<file path="config.mk">
export PLATFORM = sky130hd
export DESIGN_NAME = reset_seq
export DESIGN_NICKNAME = d
export VERILOG_FILES = /design/src/rtl/reset_seq_pkg.sv /design/src/rtl/reset_seq_sync.sv /design/src/rtl/reset_seq.sv
export SDC_FILE = /design/constraint.sdc
export NUM_CORES = 1
export LEC_CHECK = 0
export CAP_MARGIN = 10
export CORE_UTILIZATION = 55
export CTS_CLUSTER_SIZE = 20
export DETAILED_ROUTE_END_ITERATION = 6
export PLACE_DENSITY_LB_ADDON = 0.2
export SLEW_MARGIN = 15
export SYNTH_ARGS = -nofsm -noshare
export SYNTH_HDL_FRONTEND = slang
export SYNTH_HIERARCHICAL = 1
export SYNTH_SLANG_ARGS = --single-unit
</file>
<file path="constraint.sdc">
create_clock -name clk_i -period 3.25 [get_ports clk_i]
set_clock_uncertainty 0.2 [all_clocks]
set_input_delay 0.325 -clock clk_i [delete_from_list [all_inputs] [get_ports clk_i]]
set_output_delay 0.325 -clock clk_i [all_outputs]
set_load 0.01 [all_outputs]
</file>
<file path="src/rtl/reset_seq_pkg.sv">
// Shared definitions for the reset sequencer: state encoding and counter sizing.
package reset_seq_pkg;

    localparam int STATE_W = 3;

    typedef enum logic [STATE_W-1:0] {
        S_RESET     = 3'd0,
        S_WAIT_LOCK = 3'd1,
        S_HOLD      = 3'd2,
        S_RELEASE   = 3'd3,
        S_RUN       = 3'd4
    } state_t;

    // One spare bit so the terminal count compares without wrapping.
    function automatic int cnt_width(input int hold_cycles, input int stage_gap);
        int m;
        m = (hold_cycles > stage_gap) ? hold_cycles : stage_gap;
        return $clog2(m) + 1;
    endfunction

endpackage

</file>
<file path="src/rtl/reset_seq_sync.sv">
// Multi-flop synchroniser for an asynchronous level input, cleared by a synchronous reset.
module reset_seq_sync #(
    parameter int STAGES = 2
) (
    input  logic clk_i,
    input  logic rst_i,
    input  logic d_i,
    output logic q_o
);

    logic [STAGES-1:0] r_chain;

    // Shift the asynchronous level through the chain; the last flop is the safe copy.
    always_ff @(posedge clk_i) begin
        if (rst_i) begin
            r_chain <= '0;
        end else begin
            r_chain <= {r_chain[STAGES-2:0], d_i};
        end
    end

    assign q_o = r_chain[STAGES-1];

endmodule

</file>
<file path="src/rtl/reset_seq.sv">
// Ordered reset release: waits for stable PLL lock, then frees each downstream reset in turn.
module reset_seq
    import reset_seq_pkg::*;
#(
    parameter int NUM_RST     = 3,
    parameter int HOLD_CYCLES = 1024,
    parameter int STAGE_GAP   = 16,
    parameter int SYNC_STAGES = 2
) (
    input  logic               clk_i,
    input  logic               rst_i,
    input  logic               pll_locked_i,
    input  logic               soft_rst_i,
    output logic [NUM_RST-1:0] rst_o,
    output logic               ready_o,
    output logic               lock_lost_o,
    output logic [STATE_W-1:0] state_o
);

    localparam int CW = cnt_width(HOLD_CYCLES, STAGE_GAP);
    localparam int IW = (NUM_RST > 1) ? $clog2(NUM_RST) : 1;

    logic              w_locked;
    logic              w_abort;
    state_t            r_state;
    logic [CW-1:0]     r_hold_cnt;
    logic [CW-1:0]     r_gap_cnt;
    logic [IW-1:0]     r_idx;
    logic [NUM_RST-1:0] r_rst;
    logic              r_ready;
    logic              r_lock_lost;

    reset_seq_sync #(
        .STAGES (SYNC_STAGES)
    ) u_lock_sync (
        .clk_i (clk_i),
        .rst_i (rst_i),
        .d_i   (pll_locked_i),
        .q_o   (w_locked)
    );

    assign w_abort = ~w_locked | soft_rst_i;

    // Sequencer FSM with its counters and all registered outputs.
    always_ff @(posedge clk_i) begin
        if (rst_i) begin
            r_state     <= S_RESET;
            r_hold_cnt  <= '0;
            r_gap_cnt   <= '0;
            r_idx       <= '0;
            r_rst       <= '1;
            r_ready     <= 1'b0;
            r_lock_lost <= 1'b0;
        end else begin
            r_lock_lost <= 1'b0;
            case (r_state)
                S_RESET: begin
                    r_state    <= S_WAIT_LOCK;
                    r_hold_cnt <= '0;
                    r_gap_cnt  <= '0;
                    r_idx      <= '0;
                end
                S_WAIT_LOCK: begin
                    r_rst   <= '1;
                    r_ready <= 1'b0;
                    if (w_locked && !soft_rst_i) begin
                        r_state    <= S_HOLD;
                        r_hold_cnt <= '0;
                    end else begin
                        r_hold_cnt <= '0;
                    end
                end
                S_HOLD: begin
                    if (w_abort) begin
                        r_state    <= S_WAIT_LOCK;
                        r_hold_cnt <= '0;
                    end else if (r_hold_cnt == CW'(HOLD_CYCLES - 1)) begin
                        r_rst[0]   <= 1'b0;
                        r_hold_cnt <= '0;
                        r_gap_cnt  <= '0;
                        r_idx      <= IW'(1);
                        if (NUM_RST == 1) begin
                            r_ready <= 1'b1;
                            r_state <= S_RUN;
                        end else begin
                            r_state <= S_RELEASE;
                        end
                    end else begin
                        r_hold_cnt <= r_hold_cnt + CW'(1);
                    end
                end
                S_RELEASE: begin
                    if (w_abort) begin
                        r_rst       <= '1;
                        r_ready     <= 1'b0;
                        r_lock_lost <= ~w_locked;
                        r_state     <= S_WAIT_LOCK;
                        r_gap_cnt   <= '0;
                        r_idx       <= '0;
                    end else if (r_gap_cnt == CW'(STAGE_GAP - 1)) begin
                        r_rst[r_idx] <= 1'b0;
                        r_gap_cnt    <= '0;
                        // The last bit going low completes the sequence on the same edge.
                        if (r_idx == IW'(NUM_RST - 1)) begin
                            r_ready <= 1'b1;
                            r_state <= S_RUN;
                            r_idx   <= '0;
                        end else begin
                            r_idx <= r_idx + IW'(1);
                        end
                    end else begin
                        r_gap_cnt <= r_gap_cnt + CW'(1);
                    end
                end
                S_RUN: begin
                    if (w_abort) begin
                        r_rst       <= '1;
                        r_ready     <= 1'b0;
                        r_lock_lost <= ~w_locked;
                        r_state     <= S_WAIT_LOCK;
                    end else begin
                        r_rst   <= '0;
                        r_ready <= 1'b1;
                    end
                end
                default: begin
                    r_state    <= S_RESET;
                    r_rst      <= '1;
                    r_ready    <= 1'b0;
                    r_hold_cnt <= '0;
                    r_gap_cnt  <= '0;
                    r_idx      <= '0;
                end
            endcase
        end
    end

    assign rst_o       = r_rst;
    assign ready_o     = r_ready;
    assign lock_lost_o = r_lock_lost;
    assign state_o     = r_state;

endmodule

</file>
---- Word level (Yosys, flattened, before mapping) ----
Index checks and enable logic that the tools add are counted.
word-level totals
  output and inout port bits .............. 8
  register bits ........................... 34
  input port bits ......................... 4
  logic and storage cells ................. 87
cells by class
  multiplexer cells ....................... 36
  reduce and logical (&&, ||, !) cells .... 14
  bitwise gates (word level) .............. 9
  add/subtract/negate cells ............... 3
  $lt $le $gt $ge ......................... 2
  equal/unequal tests ..................... 14
operators with widths
  cell                     count
  $mux W11                 6
  $pmux W11 S3             1
  $mux W3                  10
  $add A11 B1 Y11 const B  2
  $pmux W11 S2             1
  $pmux W3 S5              1
  $pmux W2 S3              2
  $eq A11 B10 Y1 const B   1
  $eq A11 B4 Y1 const B    1
  $mux W2                  5
  $ne A3 B3 Y1 const B     3
  $ne A2 B2 Y1 const B     4
  $reduce_and A4 Y1        2
  $mux W1                  7
  $eq A3 B2 Y1 const B     2
  $not A1 Y1               6
  $reduce_and A3 Y1        2
  $reduce_or A2 Y1         3
  $reduce_and A5 Y1        1
  $pmux W1 S4              1
  $and A3 B3 Y3            1
  $eq A3 B1 Y1 const B     1
  $eq A3 B3 Y1 const B     1
  $logic_not A3 Y1         1
  12 further kinds         13

---- Longest topological paths before layout ----
Gate-level depths: netlist (run 1).
  word-level depth ........................ 9
  depth in mapped cells ................... 8

---- Cells and area by module ----
The synthesis (run 1) kept the hierarchy.
modules (own cells, without submodules)
  module          area each (µm²)  cells an instance  times used
  reset_seq       1630.3           193                1
  reset_seq_sync  52.6             4                  1

---- Worst setup path before layout (run 1) ----
Ideal clock, no wire load.
  path type ............................... reg2reg
  from .................................... reg r_hold_cnt[0]
  to ...................................... reg r_gap_cnt[7]
  slack ................................... 1.242 ns
  data arrival time ....................... 1.738 ns
  clock period less this slack ............ 2.008 ns
  setup time .............................. 0.070 ns
  cell stages (with the launch flop) ...... 7
  cells stage by stage .................... dfxtp_1 > ha_1 > and3b_2 > nand4_4 > a21o_1 > or4_1 > a21oi_1
between the ends
  word-level cells in the longest chain between the ends .. 3
RTL lines
  item                                RTL line          source
  start: declaration                  reset_seq.sv:26   logic [CW-1:0] r_hold_cnt;
  start signal: assignment            reset_seq.sv:89   r_hold_cnt <= r_hold_cnt + CW'(1);
  $eq A11 B10 Y1                      reset_seq.sv:77   end else if (r_hold_cnt == CW'(HOLD_CYCLES - 1)) begin
  $ne A2 B2 Y1 (no source line)       n/a
  $reduce_and A3 Y1 (no source line)  n/a
  end signal: assignment              reset_seq.sv:112  r_gap_cnt <= r_gap_cnt + CW'(1);
  end: declaration                    reset_seq.sv:27   logic [CW-1:0] r_gap_cnt;
No other way between the ends.
A chain may end at the register's enable or synchronous reset.

---- Worst setup path after layout (run 1) ----
  from .................................... reg r_state[1], in the netlist state_o[1]
  to ...................................... reg r_gap_cnt[7]
between the ends
  word-level cells in the longest chain between the ends .. 4
  elaborated cells between the ends (all ways) .. 10
RTL lines
  item                                          RTL line         source
  start: declaration                            reset_seq.sv:25  state_t r_state;
  start signal: assignment                      reset_seq.sv:47  r_state <= S_RESET;
  start signal: assignment                      reset_seq.sv:58  r_state <= S_WAIT_LOCK;
  start signal: assignment                      reset_seq.sv:67  r_state <= S_HOLD;
  $eq A3 B3 Y1 or $eq A3 B1 Y1 (tied branches)  reset_seq.sv:56  case (r_state)
  $reduce_or A2 Y1 (no source line)             n/a
  $not A1 Y1 (no source line)                   n/a
  $reduce_and A3 Y1 (no source line)            n/a
Parallel ways exist; a longest one is shown, timed or not.

==> metrics.yaml, run 1 <==
global_route:
  grt_busiest_layer: "met2"
  antenna_found_initial: 0
  use_met1_pct: 28.5
  grt_pass1_wl_mm: 5.96
  overflow: 0
  met2_usage_pct: 38.2
  grt_pass1_vias: 1395
  grt_max_degree: 18
  gr-usage-all-layers_pct: 23.9
  gr-usage-met3_pct: 7.03
synth:
  ys_types: 44
  synth.mux.area_fraction_pct: 1.19
  synth_fp_nets: 203
  synth_cells: 197
  ys_warn_count: 6
  synth_area_sq_um: 1680
  ys_ff_latch: 34
  synthSimpleGateAreaFrac_pct: 26.6
  synthArstFlopShare_pct: 0
  ys.flop_type: "dfxtp_1"
  yosysSeqAreaShare_pct: 40.4
  synth_edf_count: 0
  synth_top_family_by_area: "simple AND/OR/NAND/NOR gates"
  synth_fa_ha_area_share_pct: 1.49
  syn_avg_cell_area_sq_um: 8.54
  synth_xor_area_share_pct: 8.33
  synth_compound_area_share_pct: 18.1
job:
  cap_violations: 0
timing:
  fmax_mhz: 403
  fin_crit_ps: 2480
  fin_crit_sh_pct: 76.3
  drv_slew: 0
  setup_slack_ps: 771
  worstMarginPinSlew_ps: 609
  setup_viol: 0
  finalHoldViolations: 0
  timing.slew.headroom_pct: 58.3
  tns_ps: 0
  rsz0062_at_grt: "no"
run_status:
  outcome: "finished clean"
setup_path:
  crit_buf_inv: 0
  worst_path_max_delay_cell: "dfxtp_1"
  crit_chain: "nor2b_1 -> nor2b_1 -> a21oi_1 -> a21o_1 -> a21oi_1"
  crit_arrival_ps: 2550
  endpoint_kind: "flip-flop"
  critPathMaxStageDelay_ps: 610
  start_kind: "flip-flop"
  path_class: "flip-flop to flip-flop"
  cp_max_fo: 15
  cp.required_ps: 3320
  critPathTopFamily: "simple AND/OR/NAND/NOR gates"
routing:
  wl_per_cell_um: 14.4
  antenna_left: 0
  num_vias: 1467
  firstDrtPassIters: 4
  drc: 0
  viasPerCell: 6.19
  drtIter0Drc: 43
  totalWireLength_mm: 3.40
finish:
  stdcell_count: 237
  final_common_cell: "dfxtp_1"
  fill_cells: 242
  area_growth_pct: 10.0
  antenna_cells: 0
  drive_gt1_share_pct: 6.31
  nNetsFinal: 211
  most-common-layout-cells: "34 x dfxtp_1, 27 x nor2_1, 13 x xnor2_1"
place:
  portBuffers: 11
  dp_hpwl_mm: 2.51
  placed_cells: 229
  place_ws_ps: 841
  place.gp.congestion: 0.912
floorplan:
  initial_core_util_pct: 59.5
  dieWidth_um: 57.3
  rows: 19
  core-area_sq_um: 2830
  io_pins: 12
  die_h_um: 57.3
  dieArea_sq_um: 3290
cts:
  clock_latency_ps: 350
  clk_pin_slew_ps: 110
  clockBufferDepth: 2
  ctsHoldBuffers: 0
  cts_resized: 0
  post_cts_buffers: 0
  cts_root_buf: "clkbuf_4"
  cts_tree: "done"
  htree_levels: 2
  cts_inserted_buffers: 5
  cts_sinks: 34
hold_path:
  hp-class: "flip-flop to flip-flop"
power:
  p_leak_uw: 0.000619
  powerDensity_nw_per_um2: 417
  ir_drop_mv: 0.255
[cells by family after synthesis]
| family | Yosys count |
|---|---|
| and+or+nand+nor | 84 |
| AOI/OAI and AO/OA | 47 |
| DFF | 34 |
| xor gates and xnor gates | 16 |
| buffers and inverters | 12 |
| muxes | 2 |
| adders and majority gates | 2 |
[state kept, by name, summed over array words and instances, names as in the netlist]
signal	count
lock_lost_o	1
r_gap_cnt	11
r_hold_cnt	11
r_idx	2
ready_o	1
rst_o	3
state_o	3
u_lock_sync/r_chain	2
[cells in the mapped netlist, types with 2 or more instances]
library cell | instances | area (sq um)
or3_1 | 3 | 18.8
or4_1 | 2 | 15.0
o31ai_1 | 2 | 15.0
and2_1 | 3 | 18.8
nand2_1 | 12 | 45.0
nand2b_1 | 2 | 12.5
buf_6 | 2 | 22.5
a2111oi_0 | 2 | 17.5
clkbuf_1 | 4 | 15.0
nor3_1 | 5 | 25.0
nand4_1 | 3 | 18.8
mux2i_1 | 2 | 20.0
buf_2 | 4 | 20.0
a21oi_1 | 12 | 60.1
a211oi_1 | 3 | 22.5
dfxtp_1 | 34 | 681
a31oi_1 | 3 | 18.8
o2111ai_1 | 2 | 17.5
xnor2_1 | 13 | 114
and3_1 | 3 | 18.8
nand3_1 | 8 | 40.0
xor2_1 | 3 | 26.3
a21o_1 | 6 | 45.0
nor2_1 | 27 | 101
nor2b_1 | 6 | 37.5
inv_1 | 2 | 7.51
o21ai_0 | 11 | 55.1
ha_1 | 2 | 25.0
[area by class of cell]
| cell class | instances | area [sq um] | area share (%) |
|---|---|---|---|
| tap | 31 | 38.8 | 2.09 |
| sequential | 34 | 681 | 36.8 |
| timing repair buffer | 11 | 110 | 5.95 |
| multi-input combinational | 151 | 937 | 50.6 |
| clock inverter | 3 | 40.0 | 2.16 |
| inverter | 2 | 7.51 | 0.405 |
| clock buffer | 5 | 37.5 | 2.03 |
[per-stage QoR]
step | utilization [%] | hold WS, ps | power [uW] | cell area (sq um)
floorplan | - | 197 | 462 | 1680
detailed placement | 62.7 | 235 | 477 | 1770
CTS | 65.5 | 258 | 776 | 1850
global route | 65.5 | 267 | 803 | 1850
finish | 65.5 | 256 | 772 | 1850
global placement | 62.7 | 221 | 476 | 1770
[power by group]
| part | total (uW) | switching (uW) | internal, uW | leakage (uW) |
|---|---|---|---|---|
| logic | 39.2 | 19.9 | 19.3 | 0.000298 |
| registers | 429 | 6.49 | 422 | 0.000276 |
| clock network | 304 | 145 | 159 | 0.0000450 |
| total | 772 | 171 | 601 | 0.000619 |
[metal layers]
layer / part of all wire [%] / routed length (um)
met1: 46 / 1560
met2: 47 / 1600
met3: 4.5 / 153
met4: 2.7 / 91
met5: 0 / 0
[worst register-to-register path: stages, from the launching register on]
cell	delay, ps
dfxtp_1	610
nor2b_1	320
nor2b_1	480
a21oi_1	280
a21o_1	330
a21oi_1	170
[final timing paths]
kind | start | endpoint | slack, ps | cells after the start
setup / recovery | state_o[1] | r_gap_cnt[7] | 770 | 5
hold / removal | u_lock_sync/r_chain[0] | u_lock_sync/r_chain[1] | 260 | 1
hold reg to reg | u_lock_sync/r_chain[0] | u_lock_sync/r_chain[1] | 260 | 1
setup reg to reg | state_o[1] | r_gap_cnt[7] | 770 | 5
(Power assumes the default switching activity.)
==> run 2, diff against run 1 <==
--- a/config.mk
+++ b/config.mk
@@ -6,7 +6,7 @@
 export NUM_CORES = 1
 export LEC_CHECK = 0
 export CAP_MARGIN = 10
-export CORE_UTILIZATION = 55
+export CORE_UTILIZATION = 52
 export CTS_CLUSTER_SIZE = 20
 export DETAILED_ROUTE_END_ITERATION = 6
 export PLACE_DENSITY_LB_ADDON = 0.2
==> constraint.sdc (replaced) <==
create_clock -name clk_i -period 2.1 [get_ports clk_i]
set_clock_uncertainty 0.2 [all_clocks]
set_input_delay 0.21 -clock clk_i [delete_from_list [all_inputs] [get_ports clk_i]]
set_output_delay 0.21 -clock clk_i [all_outputs]
set_load 0.01 [all_outputs]
==> metrics.yaml, run 2 (synthesis results as in run 1) <==
setup_path:
  r2r_end: "r_gap_cnt[7]"
  cp_max_fo: 5
  r2r-start: "r_hold_cnt[1]"
  cp.required_ps: 2180
  start_kind: "flip-flop"
  worst_r2r_path_depth: 6
  path_class: "flip-flop to flip-flop"
  crit_chain: "ha_2 -> and3b_2 -> nand4_4 -> a21o_1 -> or4_1 -> a21oi_1"
  critPathMaxStageDelay_ps: 500
  crit_arrival_ps: 2150
  endpoint_kind: "flip-flop"
  worst_path_max_delay_cell: "or4_1"
  regToRegSetupSlack_ps: 40
global_route:
  antenna_found_initial: 0
  overflow: 0
  grt_pass1_vias: 1512
  grt_pass1_wl_mm: 6.71
  gr-usage-all-layers_pct: 26.2
  grt_max_degree: 12
timing:
  tns_ps: 0
  finalHoldViolations: 0
  fin_crit_ps: 2060
  holdWs_ps: 226
  fmax_mhz: 484
  fin_crit_sh_pct: 98.3
  setup_viol: 0
  rsz0062_at_grt: "yes"
  timing.slew.headroom_pct: 72.4
  worstMarginPinSlew_ps: 412
  drv_slew: 0
finish:
  finish.utilization_pct: 67.3
  top_regs: "r_gap_cnt x11, r_hold_cnt x11"
  final_common_cell: "dfxtp_1"
  antenna_cells: 0
  drive_gt1_share_pct: 17.4
  nNetsFinal: 235
  fill_cells: 276
  stdcell_count: 274
  area_growth_pct: 22.2
  most-common-layout-cells: "33 x dfxtp_1, 27 x nor2_1, 23 x buf_4"
job:
  cap_violations: 0
hold_path:
  min_to: "u_lock_sync/r_chain[0]"
  hp-class: "primary input to flip-flop"
  min_from: "pll_locked_i"
  worstHoldPathCells: 2
power:
  power_uw: 1120
  p_leak_uw: 0.000738
  ir_drop_mv: 0.400
  powerDensity_nw_per_um2: 545
routing:
  wl_met3_um: 228
  drtIter0Drc: 57
  viasPerCell: 5.65
  wl_per_cell_um: 13.9
  firstDrtPassIters: 4
  wl_met1_mm: 1.64
  totalWireLength_mm: 3.80
  wl_met2_mm: 1.90
  dr.max_layer_used: "met4"
  antenna_left: 0
  num_vias: 1549
  drc: 0
cts:
  cts_tree: "done"
  clock_latency_ps: 340
  cts_root_buf: "clkbuf_4"
  cts_inserted_buffers: 5
  clk_pin_slew_ps: 110
  cts_sinks: 34
  clockBufferDepth: 2
  htree_levels: 2
run_status:
  outcome: "finished clean"
place:
  place.gp.congestion: 0.868
  placed_cells: 265
  dp_hpwl_mm: 2.78
  portBuffers: 11
floorplan:
  core-area_sq_um: 3050
  dieArea_sq_um: 3470
  io_pins: 12
  initial_core_util_pct: 55.1
  rows: 20
  die_h_um: 58.9
  dieWidth_um: 58.9
[run 2: power by group]
part | switching, uW | internal [uW]
logic | 39.9 | 43.2
clock network | 216 | 162
registers | 6.49 | 654
total | 262 | 859
[run 2: layout make-up]
class	instances	area, sq um	share of cell area, %
Clock buffer	7	55.1	2.68
Clock inverter	1	5.00	0.243
Inverter	2	7.51	0.365
Multi-Input combinational cell	151	948	46.1
Sequential cell	34	682	33.2
Tap cell	44	55.1	2.68
Timing Repair Buffer	35	303	14.7
[run 2: stage by stage]
stage               setup WS, ps  cell area (sq um)
floorplan                   92.1               1680
global placement            13.1               1980
detailed placement         -30.5               1980
CTS                         7.51               2040
global route               -50.0               2060
finish                      35.8               2060
[run 2: layer usage]
layer / up-vias / GRT usage [%]
li1: 773 / -
met1: 715 / 31.7
met2: 56 / 43.0
met3: 5 / 9.23
met4: 0 / 9.18
met5: - / 0
[run 2: critical path: cells and delay by family, from the launching register on]
kind	cells	cell delay, ps
simple gates	3	860
flops	1	370
compound gates	2	360
fa+ha+maj	1	210
[run 2: repair_timing]
action                                  in CTS  in global routing
endpoints found under the setup margin       0                  9
gates resized for setup                      0                  6
hold buffers                                 0                  0
buffers inserted                             0                  1
[run 2: worst max-delay path by stage]
stage                  startpoint       endpoint  slack (ps)  depth (start not counted)
detailed placement     soft_rst_i   r_gap_cnt[7]         -30                          6
global route           state_o[0]  r_gap_cnt[10]         -50                          6
floorplan           r_hold_cnt[0]   r_gap_cnt[7]          90                          6
CTS                    state_o[1]  r_hold_cnt[6]           8                          6
finish              r_hold_cnt[1]   r_gap_cnt[7]          40                          6
global placement       soft_rst_i   r_gap_cnt[7]          10                          6
==> run 3, diff against run 2 <==
--- a/config.mk
+++ b/config.mk
@@ -6,6 +6,7 @@
 export NUM_CORES = 1
 export LEC_CHECK = 0
 export CAP_MARGIN = 10
+export CORE_ASPECT_RATIO = 0.8
 export CORE_UTILIZATION = 52
 export CTS_CLUSTER_SIZE = 20
 export DETAILED_ROUTE_END_ITERATION = 6
==> constraint.sdc (replaced) <==
create_clock -name clk_i -period 2.1 [get_ports clk_i]
set_clock_uncertainty 0.2 [all_clocks]
set_input_delay 0.315 -clock clk_i [delete_from_list [all_inputs] [get_ports clk_i]]
set_output_delay 0.315 -clock clk_i [all_outputs]
set_load 0.01 [all_outputs]
==> metrics.yaml, run 3 (synthesis results as in run 1) <==
global_route:
  gr-usage-all-layers_pct: 25.4
  grt_pass1_wl_mm: 6.55
  overflow: 0
  grt_pass1_vias: 1490
  antenna_found_initial: 0
  grt_max_degree: 11
timing:
  fin_crit_ps: 2050
  finalHoldViolations: 0
  fmax_mhz: 488
  setup_viol: 0
  drv_slew: 0
  fin_crit_sh_pct: 97.6
  setup_slack_ps: 50.1
  worstMarginPinSlew_ps: 489
  rsz0062_at_grt: "yes"
  timing.slew.headroom_pct: 66.5
  holdWs_ps: 250
  tns_ps: 0
cts:
  htree_levels: 2
  cts_sinks: 34
  clk_pin_slew_ps: 70
  cts_tree: "done"
  clockBufferDepth: 2
  cts_inserted_buffers: 5
  clock_latency_ps: 290
  cts_root_buf: "clkbuf_8"
  post_cts_buffers: 0
routing:
  num_vias: 1575
  viasPerCell: 5.83
  drc: 0
  drtIter0Drc: 168
  antenna_left: 0
  totalWireLength_mm: 3.85
  wl_per_cell_um: 14.3
  firstDrtPassIters: 4
setup_path:
  cp_max_fo: 5
  regToRegSetupSlack_ps: 50
  endpoint_kind: "flip-flop"
  worst_r2r_path_depth: 6
  crit_arrival_ps: 2080
  cp.required_ps: 2130
  path_class: "flip-flop to flip-flop"
  r2r-start: "r_hold_cnt[1]"
  r2r_end: "r_gap_cnt[7]"
  start_kind: "flip-flop"
place:
  portBuffers: 11
  place.gp.congestion: 0.952
  place_ws_ps: -110
  dp_hpwl_mm: 2.72
power:
  powerDensity_nw_per_um2: 594
  power.net_switching_uw: 282
  intPower_uw: 964
  p_leak_uw: 0.000755
  clkPwrFrac_pct: 40.1
  combPwrFrac_pct: 6.9
  switching_share_pct: 22.6
  ir_drop_mv: 0.420
  sequentialPowerShare_pct: 53.0
floorplan:
  initial_core_util_pct: 54.5
  dieWidth_um: 65.6
  die_h_um: 52.9
  rows: 18
  io_pins: 12
  dieArea_sq_um: 3470
  core-area_sq_um: 3090
hold_path:
  min_to: "lock_lost_o"
  min_from: "u_lock_sync/r_chain[1]"
  worstHoldPathCells: 1
  hp-class: "flip-flop to flip-flop"
finish:
  most-common-layout-cells: "33 x dfxtp_1, 26 x nor2_1, 23 x buf_4"
  area_growth_pct: 24.6
  drive_gt1_share_pct: 19.1
  final_common_cell: "dfxtp_1"
  antenna_cells: 0
  nNetsFinal: 235
  top_regs: "r_gap_cnt x11, r_hold_cnt x11"
run_status:
  outcome: "finished clean"
job:
  cap_violations: 0
[run 3: cell counts in the layout (fill, tap and decap cells not counted)]
No cell type changed its count.
[run 3: final cells by class]
type | instances | area [sq um]
clock inverters | 1 | 5.00
repair buffers | 35 | 303
well taps | 40 | 50.0
clock buffers | 7 | 86.3
inverters | 2 | 7.51
flip-flops and latches | 34 | 682
multi-input cells | 151 | 963
fillers | 240 | 988
[run 3: how the worst max path moves through the flow]
stage	startpoint	endpoint	slack [ps]	cells after the start
5_1_grt	r_hold_cnt[1]	r_gap_cnt[7]	-30	6
4_1_cts	r_hold_cnt[0]	r_gap_cnt[7]	20	6
6_report	r_hold_cnt[1]	r_gap_cnt[7]	50	6
2_1_floorplan	r_hold_cnt[0]	r_gap_cnt[7]	90	6
3_5_place_dp	soft_rst_i	r_gap_cnt[7]	-110	6
3_3_place_gp	soft_rst_i	r_gap_cnt[7]	-90	6
[run 3: metrics by stage]
stage                     util, %  power, uW  area (sq um)  instances
after floorplan                 -        715          1680        197
after CTS                    67.1       1250          2070        270
final                        68.0       1250          2100        270
after detailed placement     64.1        758          1980        262
after global placement       64.1        755          1980        262
after global routing         68.0       1290          2100        270
[run 3: power by group through the flow]
stage          Combinational, uW  Clock, uW  Sequential [uW]
2_1_floorplan               39.3          0              676
3_3_place_gp                81.3          0              674
3_5_place_dp                83.5          0              674
4_1_cts                     84.4        505              660
5_1_grt                     93.5        536              661
6_report                    85.6        500              660
[run 3: what timing repair did]
action / CTS / global route
resized for setup: 0 / 8
hold buffers: 0 / 0
endpoints found under the setup margin: 0 / 13
[run 3: worst max-delay path, cell delays in order, from the launching register on]
cell and delay (ps):
dfxtp_1 340, ha_2 210, and3b_2 240, nand4_4 130
a21o_1 210, or4_1 520, a21oi_2 140
[run 3: layer usage]
layer | track usage, % | share of wire (%)
met3 | 7.11 | 6.0
met2 | 40.5 | 47
met5 | 0 | 0
met1 | 31.0 | 46
met4 | 13.8 | 1.8
